`config.mk`:
```
export PLATFORM = sky130hd
export DESIGN_NAME = draw_engine_flat
export DESIGN_NICKNAME = d
export VERILOG_FILES = /design/src/rtl/draw_pkg.sv /design/src/rtl/draw_if.sv /design/src/rtl/draw_rect_counter.sv /design/src/rtl/draw_engine.sv /design/src/flat_wrapper.sv
export SDC_FILE = /design/constraint.sdc
export NUM_CORES = 1
export LEC_CHECK = 0
export BUFFER_PORTS_ARGS = -buffer_cell sky130_fd_sc_hd__buf_2
export CORE_ASPECT_RATIO = 1.4
export CORE_MARGIN = 1.5
export CORE_UTILIZATION = 45
export CTS_CLUSTER_SIZE = 24
export DETAILED_ROUTE_END_ITERATION = 16
export SLEW_MARGIN = 10
export SYNTH_ARGS = -nofsm -noshare
export SYNTH_HDL_FRONTEND = slang
export SYNTH_HIERARCHICAL = 1
export SYNTH_SLANG_ARGS = --single-unit
```
`constraint.sdc`:
```
create_clock -name Clock -period 4.7 [get_ports Clock]
set_input_delay 0.235 -clock Clock [delete_from_list [all_inputs] [get_ports Clock]]
set_output_delay 0.235 -clock Clock [all_outputs]
set_load 0.02 [all_outputs]
```
`src/rtl/draw_pkg.sv`:
```
// Shared definitions for the draw engine: job and state encodings, ROM region selects,
// default screen/sprite sizes and the request priority order.
package draw_pkg;

  localparam int unsigned DEF_SCREEN_W = 160;
  localparam int unsigned DEF_SCREEN_H = 120;
  localparam int unsigned DEF_CAR_W    = 8;
  localparam int unsigned DEF_CAR_H    = 8;
  localparam int unsigned DEF_EXPL_W   = 16;
  localparam int unsigned DEF_EXPL_H   = 16;

  localparam int unsigned NumJobs = 6;

  // Enumerator value doubles as the bit index into request and done vectors.
  typedef enum logic [2:0] {
    JobBackground  = 3'd0,
    JobCar         = 3'd1,
    JobOverCar     = 3'd2,
    JobExplosion   = 3'd3,
    JobStartScreen = 3'd4,
    JobWinScreen   = 3'd5
  } job_e;

  typedef enum logic [1:0] {
    StIdle  = 2'd0,
    StRun   = 2'd1,
    StFlush = 2'd2,
    StDone  = 2'd3
  } draw_state_e;

  localparam logic [2:0] RomSelBg    = 3'd0;
  localparam logic [2:0] RomSelCar   = 3'd1;
  localparam logic [2:0] RomSelExpl  = 3'd2;
  localparam logic [2:0] RomSelStart = 3'd3;
  localparam logic [2:0] RomSelWin   = 3'd4;

  // Highest priority first: start > win > background > explosion > over_car > car.
  function automatic job_e pick_job(input logic [NumJobs-1:0] req);
    if (req[JobStartScreen]) return JobStartScreen;
    if (req[JobWinScreen])   return JobWinScreen;
    if (req[JobBackground])  return JobBackground;
    if (req[JobExplosion])   return JobExplosion;
    if (req[JobOverCar])     return JobOverCar;
    return JobCar;
  endfunction

  function automatic logic [2:0] job_rom_sel(input job_e job);
    logic [2:0] sel;
    sel = RomSelBg;
    unique case (job)
      JobCar:         sel = RomSelCar;
      JobExplosion:   sel = RomSelExpl;
      JobStartScreen: sel = RomSelStart;
      JobWinScreen:   sel = RomSelWin;
      default:        sel = RomSelBg;
    endcase
    return sel;
  endfunction

endpackage

```
`src/rtl/draw_if.sv`:
```
// Bundle of draw requests, ROM port, VGA adapter port and done flags.
// master: the draw engine; slave: controller / ROM / VGA side.
interface draw_if;

  logic       draw_background;
  logic       draw_car;
  logic       draw_over_car;
  logic       draw_explosion;
  logic       draw_start_screen;
  logic       draw_win_screen;
  logic [7:0] car_x;
  logic [6:0] car_y;

  logic [2:0]  rom_sel;
  logic [14:0] rom_addr;
  logic [2:0]  rom_data;

  logic [7:0] x;
  logic [6:0] y;
  logic [2:0] colour;
  logic       vga_plot;

  logic DoneDrawBackground;
  logic DoneDrawCar;
  logic DoneDrawOverCar;
  logic DoneDrawExplosion;
  logic DoneDrawStartScreen;
  logic DoneDrawWinScreen;

  modport master (
    input  draw_background, draw_car, draw_over_car, draw_explosion,
           draw_start_screen, draw_win_screen, car_x, car_y, rom_data,
    output rom_sel, rom_addr, x, y, colour, vga_plot,
           DoneDrawBackground, DoneDrawCar, DoneDrawOverCar, DoneDrawExplosion,
           DoneDrawStartScreen, DoneDrawWinScreen
  );

  modport slave (
    output draw_background, draw_car, draw_over_car, draw_explosion,
           draw_start_screen, draw_win_screen, car_x, car_y, rom_data,
    input  rom_sel, rom_addr, x, y, colour, vga_plot,
           DoneDrawBackground, DoneDrawCar, DoneDrawOverCar, DoneDrawExplosion,
           DoneDrawStartScreen, DoneDrawWinScreen
  );

endinterface

```
`src/rtl/draw_rect_counter.sv`:
```
// Column/row walker over a W x H rectangle; wrap_o flags the last column, last_o the last pixel.
module draw_rect_counter #(
  parameter int unsigned ColW = 8,
  parameter int unsigned RowW = 7
) (
  input  logic            Clock,
  input  logic            Reset,
  input  logic            start_i,
  input  logic            advance_i,
  input  logic [ColW-1:0] w_i,
  input  logic [RowW-1:0] h_i,
  output logic [ColW-1:0] col_o,
  output logic [RowW-1:0] row_o,
  output logic            wrap_o,
  output logic            last_o
);

  logic [ColW-1:0] col_q;
  logic [RowW-1:0] row_q;

  assign col_o  = col_q;
  assign row_o  = row_q;
  assign wrap_o = (col_q == w_i - ColW'(1));
  assign last_o = wrap_o && (row_q == h_i - RowW'(1));

  always_ff @(posedge Clock or posedge Reset) begin
    if (Reset) begin
      col_q <= '0;
      row_q <= '0;
    end else if (start_i) begin
      col_q <= '0;
      row_q <= '0;
    end else if (advance_i) begin
      if (wrap_o) begin
        col_q <= '0;
        row_q <= row_q + RowW'(1);
      end else begin
        col_q <= col_q + ColW'(1);
      end
    end
  end

endmodule

```
`src/rtl/draw_engine.sv`:
```
// Rectangle pixel-drawing datapath: walks a job's region, reads a 1-cycle ROM, plots to VGA.
// Optional macro DRAW_TRANSPARENCY_EN: colour-0 car/explosion pixels are not plotted.
module draw_engine
  import draw_pkg::*;
#(
  parameter int unsigned SCREEN_W = DEF_SCREEN_W,
  parameter int unsigned SCREEN_H = DEF_SCREEN_H,
  parameter int unsigned CAR_W    = DEF_CAR_W,
  parameter int unsigned CAR_H    = DEF_CAR_H,
  parameter int unsigned EXPL_W   = DEF_EXPL_W,
  parameter int unsigned EXPL_H   = DEF_EXPL_H
) (
  input logic    Clock,
  input logic    Reset,
  draw_if.master bus
);

  logic [NumJobs-1:0] req;
  assign req = {bus.draw_win_screen, bus.draw_start_screen, bus.draw_explosion,
                bus.draw_over_car, bus.draw_car, bus.draw_background};

  draw_state_e        state_q;
  job_e               job_q;
  logic [7:0]         base_x_q;
  logic [6:0]         base_y_q;
  logic [7:0]         w_q;
  logic [6:0]         h_q;
  logic [14:0]        lin_q;
  logic [14:0]        row_idx_q;
  logic               issue_q;
  logic [8:0]         px_x_q;
  logic [7:0]         px_y_q;
  logic [7:0]         x_q;
  logic [6:0]         y_q;
  logic               plot_q;
  logic [2:0]         rom_sel_q;
  logic [14:0]        rom_addr_q;
  logic [NumJobs-1:0] done_q;

  logic [7:0] col;
  logic [6:0] row;
  logic       cnt_wrap;
  logic       cnt_last;
  logic       job_req;
  logic       advance;

  assign job_req = req[job_q];
  assign advance = (state_q == StRun) && job_req;

  draw_rect_counter #(
    .ColW(8),
    .RowW(7)
  ) u_counter (
    .Clock    (Clock),
    .Reset    (Reset),
    .start_i  (state_q == StIdle),
    .advance_i(advance),
    .w_i      (w_q),
    .h_i      (h_q),
    .col_o    (col),
    .row_o    (row),
    .wrap_o   (cnt_wrap),
    .last_o   (cnt_last)
  );

  // Screen coordinates carry one spare bit so off-screen pixels can be detected.
  logic [8:0]  cur_x;
  logic [7:0]  cur_y;
  logic [14:0] scr_idx;
  logic [14:0] addr_d;
  logic        in_bounds;

  assign cur_x     = {1'b0, base_x_q} + {1'b0, col};
  assign cur_y     = {1'b0, base_y_q} + {1'b0, row};
  assign scr_idx   = row_idx_q + 15'(cur_x);
  assign addr_d    = (job_q == JobOverCar) ? scr_idx : lin_q;
  assign in_bounds = (px_x_q < 9'(SCREEN_W)) && (px_y_q < 8'(SCREEN_H));

  job_e       next_job;
  logic [7:0] next_w;
  logic [6:0] next_h;
  logic [7:0] next_bx;
  logic [6:0] next_by;

  always_comb begin
    next_job = pick_job(req);
    next_w   = 8'(SCREEN_W);
    next_h   = 7'(SCREEN_H);
    next_bx  = '0;
    next_by  = '0;
    unique case (next_job)
      JobCar, JobOverCar: begin
        next_w  = 8'(CAR_W);
        next_h  = 7'(CAR_H);
        next_bx = bus.car_x;
        next_by = bus.car_y;
      end
      JobExplosion: begin
        next_w  = 8'(EXPL_W);
        next_h  = 7'(EXPL_H);
        next_bx = bus.car_x;
        next_by = bus.car_y;
      end
      default: ;
    endcase
  end

  always_ff @(posedge Clock or posedge Reset) begin
    if (Reset) begin
      state_q    <= StIdle;
      job_q      <= JobBackground;
      base_x_q   <= '0;
      base_y_q   <= '0;
      w_q        <= '0;
      h_q        <= '0;
      lin_q      <= '0;
      row_idx_q  <= '0;
      issue_q    <= 1'b0;
      px_x_q     <= '0;
      px_y_q     <= '0;
      x_q        <= '0;
      y_q        <= '0;
      plot_q     <= 1'b0;
      rom_sel_q  <= '0;
      rom_addr_q <= '0;
      done_q     <= '0;
    end else begin
      // Second pipeline stage: pixel position lines up with the returning ROM data.
      issue_q <= 1'b0;
      plot_q  <= issue_q && in_bounds;
      x_q     <= px_x_q[7:0];
      y_q     <= px_y_q[6:0];
      unique case (state_q)
        StIdle: begin
          if (|req) begin
            job_q     <= next_job;
            base_x_q  <= next_bx;
            base_y_q  <= next_by;
            w_q       <= next_w;
            h_q       <= next_h;
            lin_q     <= '0;
            row_idx_q <= 15'(next_by) * 15'(SCREEN_W);
            state_q   <= StRun;
          end
        end
        StRun: begin
          if (!job_req) begin
            plot_q  <= 1'b0;
            state_q <= StIdle;
          end else begin
            rom_addr_q <= addr_d;
            rom_sel_q  <= job_rom_sel(job_q);
            issue_q    <= 1'b1;
            px_x_q     <= cur_x;
            px_y_q     <= cur_y;
            lin_q      <= lin_q + 15'd1;
            if (cnt_wrap) row_idx_q <= row_idx_q + 15'(SCREEN_W);
            if (cnt_last) state_q <= StFlush;
          end
        end
        StFlush: begin
          if (!job_req) begin
            plot_q  <= 1'b0;
            state_q <= StIdle;
          end else begin
            state_q <= StDone;
          end
        end
        StDone: begin
          if (job_req) begin
            done_q[job_q] <= 1'b1;
          end else begin
            done_q  <= '0;
            state_q <= StIdle;
          end
        end
        default: state_q <= StIdle;
      endcase
    end
  end

  logic transparent;
`ifdef DRAW_TRANSPARENCY_EN
  assign transparent = ((job_q == JobCar) || (job_q == JobExplosion)) && (bus.rom_data == 3'b000);
`else
  assign transparent = 1'b0;
`endif

  assign bus.rom_sel  = rom_sel_q;
  assign bus.rom_addr = rom_addr_q;
  assign bus.x        = x_q;
  assign bus.y        = y_q;
  assign bus.vga_plot = plot_q && !transparent;
  assign bus.colour   = plot_q ? bus.rom_data : 3'b000;

  assign bus.DoneDrawBackground  = done_q[JobBackground];
  assign bus.DoneDrawCar         = done_q[JobCar];
  assign bus.DoneDrawOverCar     = done_q[JobOverCar];
  assign bus.DoneDrawExplosion   = done_q[JobExplosion];
  assign bus.DoneDrawStartScreen = done_q[JobStartScreen];
  assign bus.DoneDrawWinScreen   = done_q[JobWinScreen];

endmodule

```
`src/flat_wrapper.sv`:
```
// flat-port wrapper written by rule: the top's interface ports become plain ports
module draw_engine_flat import draw_pkg::*;
#(
  parameter int unsigned SCREEN_W = DEF_SCREEN_W,
  parameter int unsigned SCREEN_H = DEF_SCREEN_H,
  parameter int unsigned CAR_W    = DEF_CAR_W,
  parameter int unsigned CAR_H    = DEF_CAR_H,
  parameter int unsigned EXPL_W   = DEF_EXPL_W,
  parameter int unsigned EXPL_H   = DEF_EXPL_H
)
  (Clock, Reset, bus_draw_background, bus_draw_car, bus_draw_over_car, bus_draw_explosion, bus_draw_start_screen, bus_draw_win_screen, bus_car_x, bus_car_y, bus_rom_data, bus_rom_sel, bus_rom_addr, bus_x, bus_y, bus_colour, bus_vga_plot, bus_DoneDrawBackground, bus_DoneDrawCar, bus_DoneDrawOverCar, bus_DoneDrawExplosion, bus_DoneDrawStartScreen, bus_DoneDrawWinScreen);
  draw_if bus_i ();
  input logic Clock;
  input logic Reset;
  input wire logic [$bits(bus_i.draw_background)-1:0] bus_draw_background;
  input wire logic [$bits(bus_i.draw_car)-1:0] bus_draw_car;
  input wire logic [$bits(bus_i.draw_over_car)-1:0] bus_draw_over_car;
  input wire logic [$bits(bus_i.draw_explosion)-1:0] bus_draw_explosion;
  input wire logic [$bits(bus_i.draw_start_screen)-1:0] bus_draw_start_screen;
  input wire logic [$bits(bus_i.draw_win_screen)-1:0] bus_draw_win_screen;
  input wire logic [$bits(bus_i.car_x)-1:0] bus_car_x;
  input wire logic [$bits(bus_i.car_y)-1:0] bus_car_y;
  input wire logic [$bits(bus_i.rom_data)-1:0] bus_rom_data;
  output wire logic [$bits(bus_i.rom_sel)-1:0] bus_rom_sel;
  output wire logic [$bits(bus_i.rom_addr)-1:0] bus_rom_addr;
  output wire logic [$bits(bus_i.x)-1:0] bus_x;
  output wire logic [$bits(bus_i.y)-1:0] bus_y;
  output wire logic [$bits(bus_i.colour)-1:0] bus_colour;
  output wire logic [$bits(bus_i.vga_plot)-1:0] bus_vga_plot;
  output wire logic [$bits(bus_i.DoneDrawBackground)-1:0] bus_DoneDrawBackground;
  output wire logic [$bits(bus_i.DoneDrawCar)-1:0] bus_DoneDrawCar;
  output wire logic [$bits(bus_i.DoneDrawOverCar)-1:0] bus_DoneDrawOverCar;
  output wire logic [$bits(bus_i.DoneDrawExplosion)-1:0] bus_DoneDrawExplosion;
  output wire logic [$bits(bus_i.DoneDrawStartScreen)-1:0] bus_DoneDrawStartScreen;
  output wire logic [$bits(bus_i.DoneDrawWinScreen)-1:0] bus_DoneDrawWinScreen;
  assign bus_i.draw_background = bus_draw_background;
  assign bus_i.draw_car = bus_draw_car;
  assign bus_i.draw_over_car = bus_draw_over_car;
  assign bus_i.draw_explosion = bus_draw_explosion;
  assign bus_i.draw_start_screen = bus_draw_start_screen;
  assign bus_i.draw_win_screen = bus_draw_win_screen;
  assign bus_i.car_x = bus_car_x;
  assign bus_i.car_y = bus_car_y;
  assign bus_i.rom_data = bus_rom_data;
  assign bus_rom_sel = bus_i.rom_sel;
  assign bus_rom_addr = bus_i.rom_addr;
  assign bus_x = bus_i.x;
  assign bus_y = bus_i.y;
  assign bus_colour = bus_i.colour;
  assign bus_vga_plot = bus_i.vga_plot;
  assign bus_DoneDrawBackground = bus_i.DoneDrawBackground;
  assign bus_DoneDrawCar = bus_i.DoneDrawCar;
  assign bus_DoneDrawOverCar = bus_i.DoneDrawOverCar;
  assign bus_DoneDrawExplosion = bus_i.DoneDrawExplosion;
  assign bus_DoneDrawStartScreen = bus_i.DoneDrawStartScreen;
  assign bus_DoneDrawWinScreen = bus_i.DoneDrawWinScreen;
  draw_engine #(.SCREEN_W(SCREEN_W), .SCREEN_H(SCREEN_H), .CAR_W(CAR_W), .CAR_H(CAR_H), .EXPL_W(EXPL_W), .EXPL_H(EXPL_H)) u_core (.Clock(Clock), .Reset(Reset), .bus(bus_i));
endmodule
```
Word level (Yosys, flattened, before mapping)
Index checks and enable logic that the tools add are counted.
{ "word_totals": {"output_inout_bits": 43, "reg_bits": 138, "input_bits": 26, "word_cells": 131} }
{ "classes": {"n_mul": 1, "n_lt_le_gt_ge": 4, "eq_ne": 18, "n_mux": 60, "bitwise_logic": 1, "addsub": 9, "reduce_logical": 19} }
{ "op_table": {"columns": ["cell", "count"], "rows": [
  ["$mux 15", 6],
  ["$pmux 15 s2", 2],
  ["$mux 3", 11],
  ["$mux 8", 4],
  ["$mux 7", 4],
  ["$mux 1", 21],
  ["$pmux 8 s2", 1],
  ["$add 15x1->15 const B", 1],
  ["$add 15x8->15 const B", 1],
  ["$add 15x9->15", 1],
  ["$pmux 7 s2", 1],
  ["$eq 3x2->1 const B", 4],
  ["$pmux 3 s4", 1],
  ["$mul 7x3->10 const B", 1],
  ["$mux 2", 5],
  ["$add 8x8->9", 1],
  ["$lt 9x8->1 const B", 1],
  ["$add 7x7->8", 1],
  ["$add 8x1->8 const B", 1],
  ["$eq 8x8->1", 1],
  ["$lt 8x7->1 const B", 1],
  ["$pmux 2 s4", 1],
  ["$sub 8x1->8 const B", 1],
  ["$add 7x1->7 const B", 1],
  ["other kinds (24)", 39]
]} }

Depth between registers and ports, before layout
{ "depth": {"ltp_word": 22, "mapped_depth": 15, "mapped_depth_nobuf": 15} }

By module
The synthesis kept the hierarchy.
{ "modules_own_cells": {"columns": ["module", "area_per_inst_um2", "cells_each", "seq_area_each_um2", "instances"], "rows": [
  ["draw_engine", 5730.5, 608, 2702.6, 1],
  ["draw_rect_counter", 1422.6, 164, 375.4, 1]
]} }

Worst setup path after synthesis
No wires, ideal clock.
{ "synth_timing": {"path_kind": "register to register", "from": "reg u_core.u_counter.col_q[0], in the netlist u_core/u_counter/col_o[0]", "to": "reg u_core.rom_addr_q[14], in the netlist u_core/bus.rom_addr[14]", "path_stages_with_launch": 15, "n_path_buf": 0, "synth_period_minus_slack_ns": 3.653, "required_ns": 4.630, "setup_time_ns": 0.070, "t_arrival_ns": 3.583, "setup_slack_ns": 1.047, "cell_sequence": "dfrtp_1 -> ha_1 -> fa_1 -> a211oi_1 -> o21bai_1 -> a21oi_1 -> nor2b_1 -> o21ai_0 -> nand2b_1 -> ha_1 -> nand2_1 -> o21ai_0 -> o21ai_0 -> or4_1 -> nand3_1"} }
{ "synth_via": {"elab_chain_len": 3} }
{ "synth_lines": {"columns": ["element", "line_no", "text"], "rows": [
  ["start: declaration", "draw_rect_counter.sv:18", "logic [ColW-1:0] col_q;"],
  ["start signal: assignment", "draw_rect_counter.sv:38", "col_q <= col_q + ColW'(1);"],
  ["$add 8x8->9", "draw_engine.sv:73", "assign cur_x = {1'b0, base_x_q} + {1'b0, col};"],
  ["net u_core.cur_x[8]", "draw_engine.sv:67", "logic [8:0] cur_x;"],
  ["$add 15x9->15", "draw_engine.sv:75", "assign scr_idx = row_idx_q + 15'(cur_x);"],
  ["$mux 15", "draw_engine.sv:76", "assign addr_d = (job_q == JobOverCar) ? scr_idx : lin_q;"],
  ["end signal: assignment", "draw_engine.sv:151", "rom_addr_q <= addr_d;"],
  ["end: declaration", "draw_engine.sv:37", "logic [14:0] rom_addr_q;"]
]} }
The timed path passes the listed nets, and every way through them passes these cells.
A chain may end at the register's enable or synchronous reset.

Worst setup path after layout
Same ends and word-level chain as after synthesis.

==> summary.md <==
| Metric | Value |
|---|---|
| Critical path arrival | `4300 ps` |
| Number of maximum-capacitance constraint violations | `0` |
| Number of antenna violations at the first check in global routing | `0` |
| Result of the run | `complete, no violations` |
| Cell repeated most along the worst path | `sky130_fd_sc_hd__o21ai_0` |
| Number of buffers added by the clock tree synthesis step | `17` |
| Placeable Area | `15500 µm²` |
| Cells on worst reg2reg path | `15` |
| TritonCTS clock tree | `done` |
| Max Buffers Root-to-Sink | `2` |
| PortBufs | `68` |
| Number of ports placed on the die boundary | `69` |
| Area Overhead vs Synth | `17.3%` |
| Most used DFF post-synth | `sky130_fd_sc_hd__dfrtp_1` |
| Via/cell ratio | `5.53` |
| Setup violators final | `0` |
| Leftover overflow at the end of global routing | `0` |
| Post-CTS Resized | `0` |
| Launch point of the worst reg-to-reg path | `u_core/u_counter/col_o[0]` |
| Proportion of power drawn by flip-flops and latches | `33.7%` |
| Clk Tree Root Cell | `sky130_fd_sc_hd__clkbuf_16` |
| Max stage delay cell, worst path | `sky130_fd_sc_hd__or4_1` |
| Launching element type of the critical path | `flop` |
| Worst Path Required | `5050 ps` |
| Cell area after layout | `8390 µm²` |
| Combinational power share | `37.8%` |
| Power Dens Cells | `593 nW/µm²` |
| Final net count | `927` |
| Count of unresolved DRC violations after routing | `0` |
| Global placer's final weighted congestion | `0.894` |
| Setup TNS Final | `0 ps` |
| Clock group share of total power | `28.5%` |
| Setup CP Type | `flop to flop` |
| Worst R2R End | `u_core/bus.rom_addr[14]` |
| Chain of cells forming the critical path | `ha_1, fa_1, a211oi_1, o21bai_1, a21oi_1, nor2b_1, o21ai_0, nand2b_1, ha_1, nand2_1, o21ai_0, buf_4, o21ai_0, or4_1, nand3_1` |
| Fraction of the cycle the final worst path needs | `84.1%` |
| Synthesized instance count | `772` |
| Most frequent cells in the layout | `sky130_fd_sc_hd__dfrtp_1 (123), sky130_fd_sc_hd__nand2_1 (99), sky130_fd_sc_hd__buf_2 (68)` |
| Synthesized flop and latch total | `123` |
| P_sw | `2.04 mW` |
| # hold bufs at CTS | `1` |
| Number of vias in the routed layout | `5905` |
| Critical Path End Type | `flop` |
| Internal cell power | `2.93 mW` |
| Hold/Removal Path Class | `input port to flop` |
| Global-route wire length before repair | `30000 µm` |
| Final Max Tran Viols | `0` |
| Post-synthesis average cell area | `9.27 µm²` |
| DRT antenna net count | `0` |
| Post CTS Setup Buffer Count | `0` |
| Clock sink count | `123` |
| Floorplan die width | `110 µm` |
| Static Leak | `4.09 nW` |
| Sequential fraction of the synthesis area | `43.0%` |
| Hold Path Cell Cnt | `3` |
| Clock latency on the worst-skew pair | `420 ps` |
| Final Hold Violating Endpoints | `0` |
| Detailed-router iteration count before antenna repair | `5` |
| Commonest non-fill, non-tap cell in the layout | `sky130_fd_sc_hd__dfrtp_1` |
| Cell area reported after detailed placement | `7740 µm²` |
| Worst max-slew margin expressed relative to the limit | `25.9%` |
| Post-Route Utilization | `54.0%` |
| Post-synthesis cell type with the largest combined area | `sky130_fd_sc_hd__dfrtp_1` |
| Switching share of power | `41.0%` |
| Setup slack, reg-to-reg | `750 ps` |
| All-layer global routing usage | `23.3%` |
| Dpl hpwl | `13100 µm` |
| Maximum clock frequency | `253 MHz` |
| Stage delay of the slowest cell on the critical path | `510 ps` |
| Biggest fanout along the worst timing path | `6` |
| Synth top area share | `43.0%` |
| Reg clk slew, reported paths | `60 ps` |
| Top post-synthesis cells by area | `sky130_fd_sc_hd__dfrtp_1 (43%), sky130_fd_sc_hd__ha_1 (6.8%), sky130_fd_sc_hd__nand2_1 (5.2%)` |
| Starting Density | `46.0%` |
| Slew of the pin with the lowest slew margin | `1110 ps` |
| Synth async-reset ratio | `100%` |
| EDFF count, synth | `0` |
| Hold Startpoint | `bus_car_x[6]` |
| Maximum vdd drop | `402 µV` |
| WHS Endpoint | `u_core/base_x_q[6]` |
| Number of DRC markers after the initial detailed-route iteration | `232` |
| WL/cell | `17.1 µm` |
| Cell variety after synth | `65` |
| Site Rows | `54` |
| Via count of the first global-routing pass | `5906` |
| Syn. warnings | `6` |
| Chip Height | `152 µm` |
| Detailed Route WL | `18200 µm` |
| Netlist Area Pre-Place | `7150 µm²` |
| Min cycle time layout | `3950 ps` |
| Layout cells sized above 1 | `15.5%` |
| Clock Skew | `7.47 ps` |
| Die area | `16700 µm²` |
| Unrepaired setup endpoints after global routing | `false` |
| Total number of H-tree levels | `4` |
| Number of antenna repair diodes | `0` |
| Maximum number of pins on one net before global-route repair | `67` |
| Final hold slack | `34.0 ps` |
==> cells by family after synthesis <==
logic type | share of synthesized area (%)
other cells | 0.0524
xor+xnor | 5.88
flops | 43.0
compound gates | 15.6
buf+inv | 4.08
fa+ha+maj | 7.66
simple gates | 20.3
mux | 3.34
==> how the worst max path moves through the flow <==
stage	from	end	slack (ps)	cells past startpoint
after floorplan	u_core/u_counter/col_o[0]	u_core/bus.rom_addr[14]	1050	14
after global routing	u_core/u_counter/col_o[0]	u_core/bus.rom_addr[14]	360	15
after global placement	u_core/u_counter/col_o[0]	u_core/bus.rom_addr[14]	840	15
final	u_core/u_counter/col_o[0]	u_core/bus.rom_addr[14]	750	15
after detailed placement	u_core/u_counter/col_o[0]	u_core/bus.rom_addr[14]	760	15
after CTS	u_core/u_counter/col_o[0]	u_core/bus.rom_addr[14]	710	15
==> power groups by stage <==
| stage | Clock, mW | Combinational [mW] | Sequential (mW) |
|---|---|---|---|
| 5_1_grt | 1.50 | 2.09 | 1.72 |
| 3_5_place_dp | 0 | 1.87 | 1.69 |
| 6_report | 1.42 | 1.88 | 1.67 |
| 2_1_floorplan | 0 | 1.26 | 1.74 |
| 4_1_cts | 1.45 | 1.88 | 1.67 |
| 3_3_place_gp | 0 | 1.84 | 1.67 |
==> routing by layer <==
metal	up-vias	GRT usage (%)	share of wire [%]
met5	-	0	0
met4	0	10.9	3.5
met3	37	4.79	3.7
met2	132	39.0	50
met1	2869	28.4	42
li1	2867	-	-
==> synthesized netlist by cell type (3+ instances only) <==
cell type / n
sky130_fd_sc_hd__inv_1: 28
sky130_fd_sc_hd__a21o_1: 7
sky130_fd_sc_hd__o21bai_1: 5
sky130_fd_sc_hd__a211oi_1: 3
sky130_fd_sc_hd__o22ai_1: 6
sky130_fd_sc_hd__a2bb2oi_1: 3
sky130_fd_sc_hd__nand4_1: 9
sky130_fd_sc_hd__o31ai_1: 8
sky130_fd_sc_hd__o21a_1: 6
sky130_fd_sc_hd__buf_2: 6
sky130_fd_sc_hd__xor2_1: 24
sky130_fd_sc_hd__o211ai_1: 5
sky130_fd_sc_hd__o22a_1: 3
sky130_fd_sc_hd__ha_1: 39
sky130_fd_sc_hd__and2_1: 11
sky130_fd_sc_hd__or3_1: 4
sky130_fd_sc_hd__a31oi_1: 11
sky130_fd_sc_hd__o2111ai_1: 5
sky130_fd_sc_hd__nor2_1: 55
sky130_fd_sc_hd__buf_6: 3
sky130_fd_sc_hd__a21oi_1: 55
sky130_fd_sc_hd__dfrtp_1: 123
sky130_fd_sc_hd__nor4_4: 3
sky130_fd_sc_hd__nand3_1: 31
sky130_fd_sc_hd__nor2b_1: 14
sky130_fd_sc_hd__and3_1: 14
sky130_fd_sc_hd__mux2_2: 11
sky130_fd_sc_hd__xnor2_1: 24
sky130_fd_sc_hd__o21ai_0: 49
sky130_fd_sc_hd__clkbuf_1: 26
sky130_fd_sc_hd__mux2i_1: 7
sky130_fd_sc_hd__nor3_1: 20
sky130_fd_sc_hd__nand2b_1: 12
sky130_fd_sc_hd__nand2_1: 99
sky130_fd_sc_hd__fa_1: 3
==> cell type report <==
cell class / instances / area, µm²
fill: 1431 / 7150
clock buffer: 19 / 453
inverter: 29 / 114
sequential: 123 / 3080
tap: 196 / 245
timing repair buffer: 78 / 418
multi-input combinational: 610 / 3900
clock inverter: 13 / 189
==> through the flow <==
stage	total power, mW	setup slack, ps	cells
floorplan	3.00	1050	800
global placement	3.52	835	1035
detailed placement	3.56	758	1035
CTS	5.00	708	1068
global route	5.31	361	1068
finish	4.97	748	1068
==> state kept, by name, indices dropped and copies added, names as in the netlist, 3 cells and up <==
register	flops
u_core/row_idx_q	10
u_core/px_x_q	9
u_core/bus.y	7
u_core/px_y_q	8
u_core/base_y_q	7
u_core/u_counter/col_o	8
u_core/bus.x	8
u_core/base_x_q	8
u_core/h_q	3
u_core/job_q	3
u_core/lin_q	15
u_core/bus.rom_sel	3
u_core/bus.rom_addr	15
u_core/done_q	6
u_core/u_counter/row_o	7
==> worst max-delay path, delay by kind of cell, from the launching register on <==
kind            cells  cell delay (ps)
buf+inv             1              180
compound gates      6             1390
flops               1              450
simple gates        5              840
fa+ha+maj           3             1020
Power figures use the tool's default switching activity.
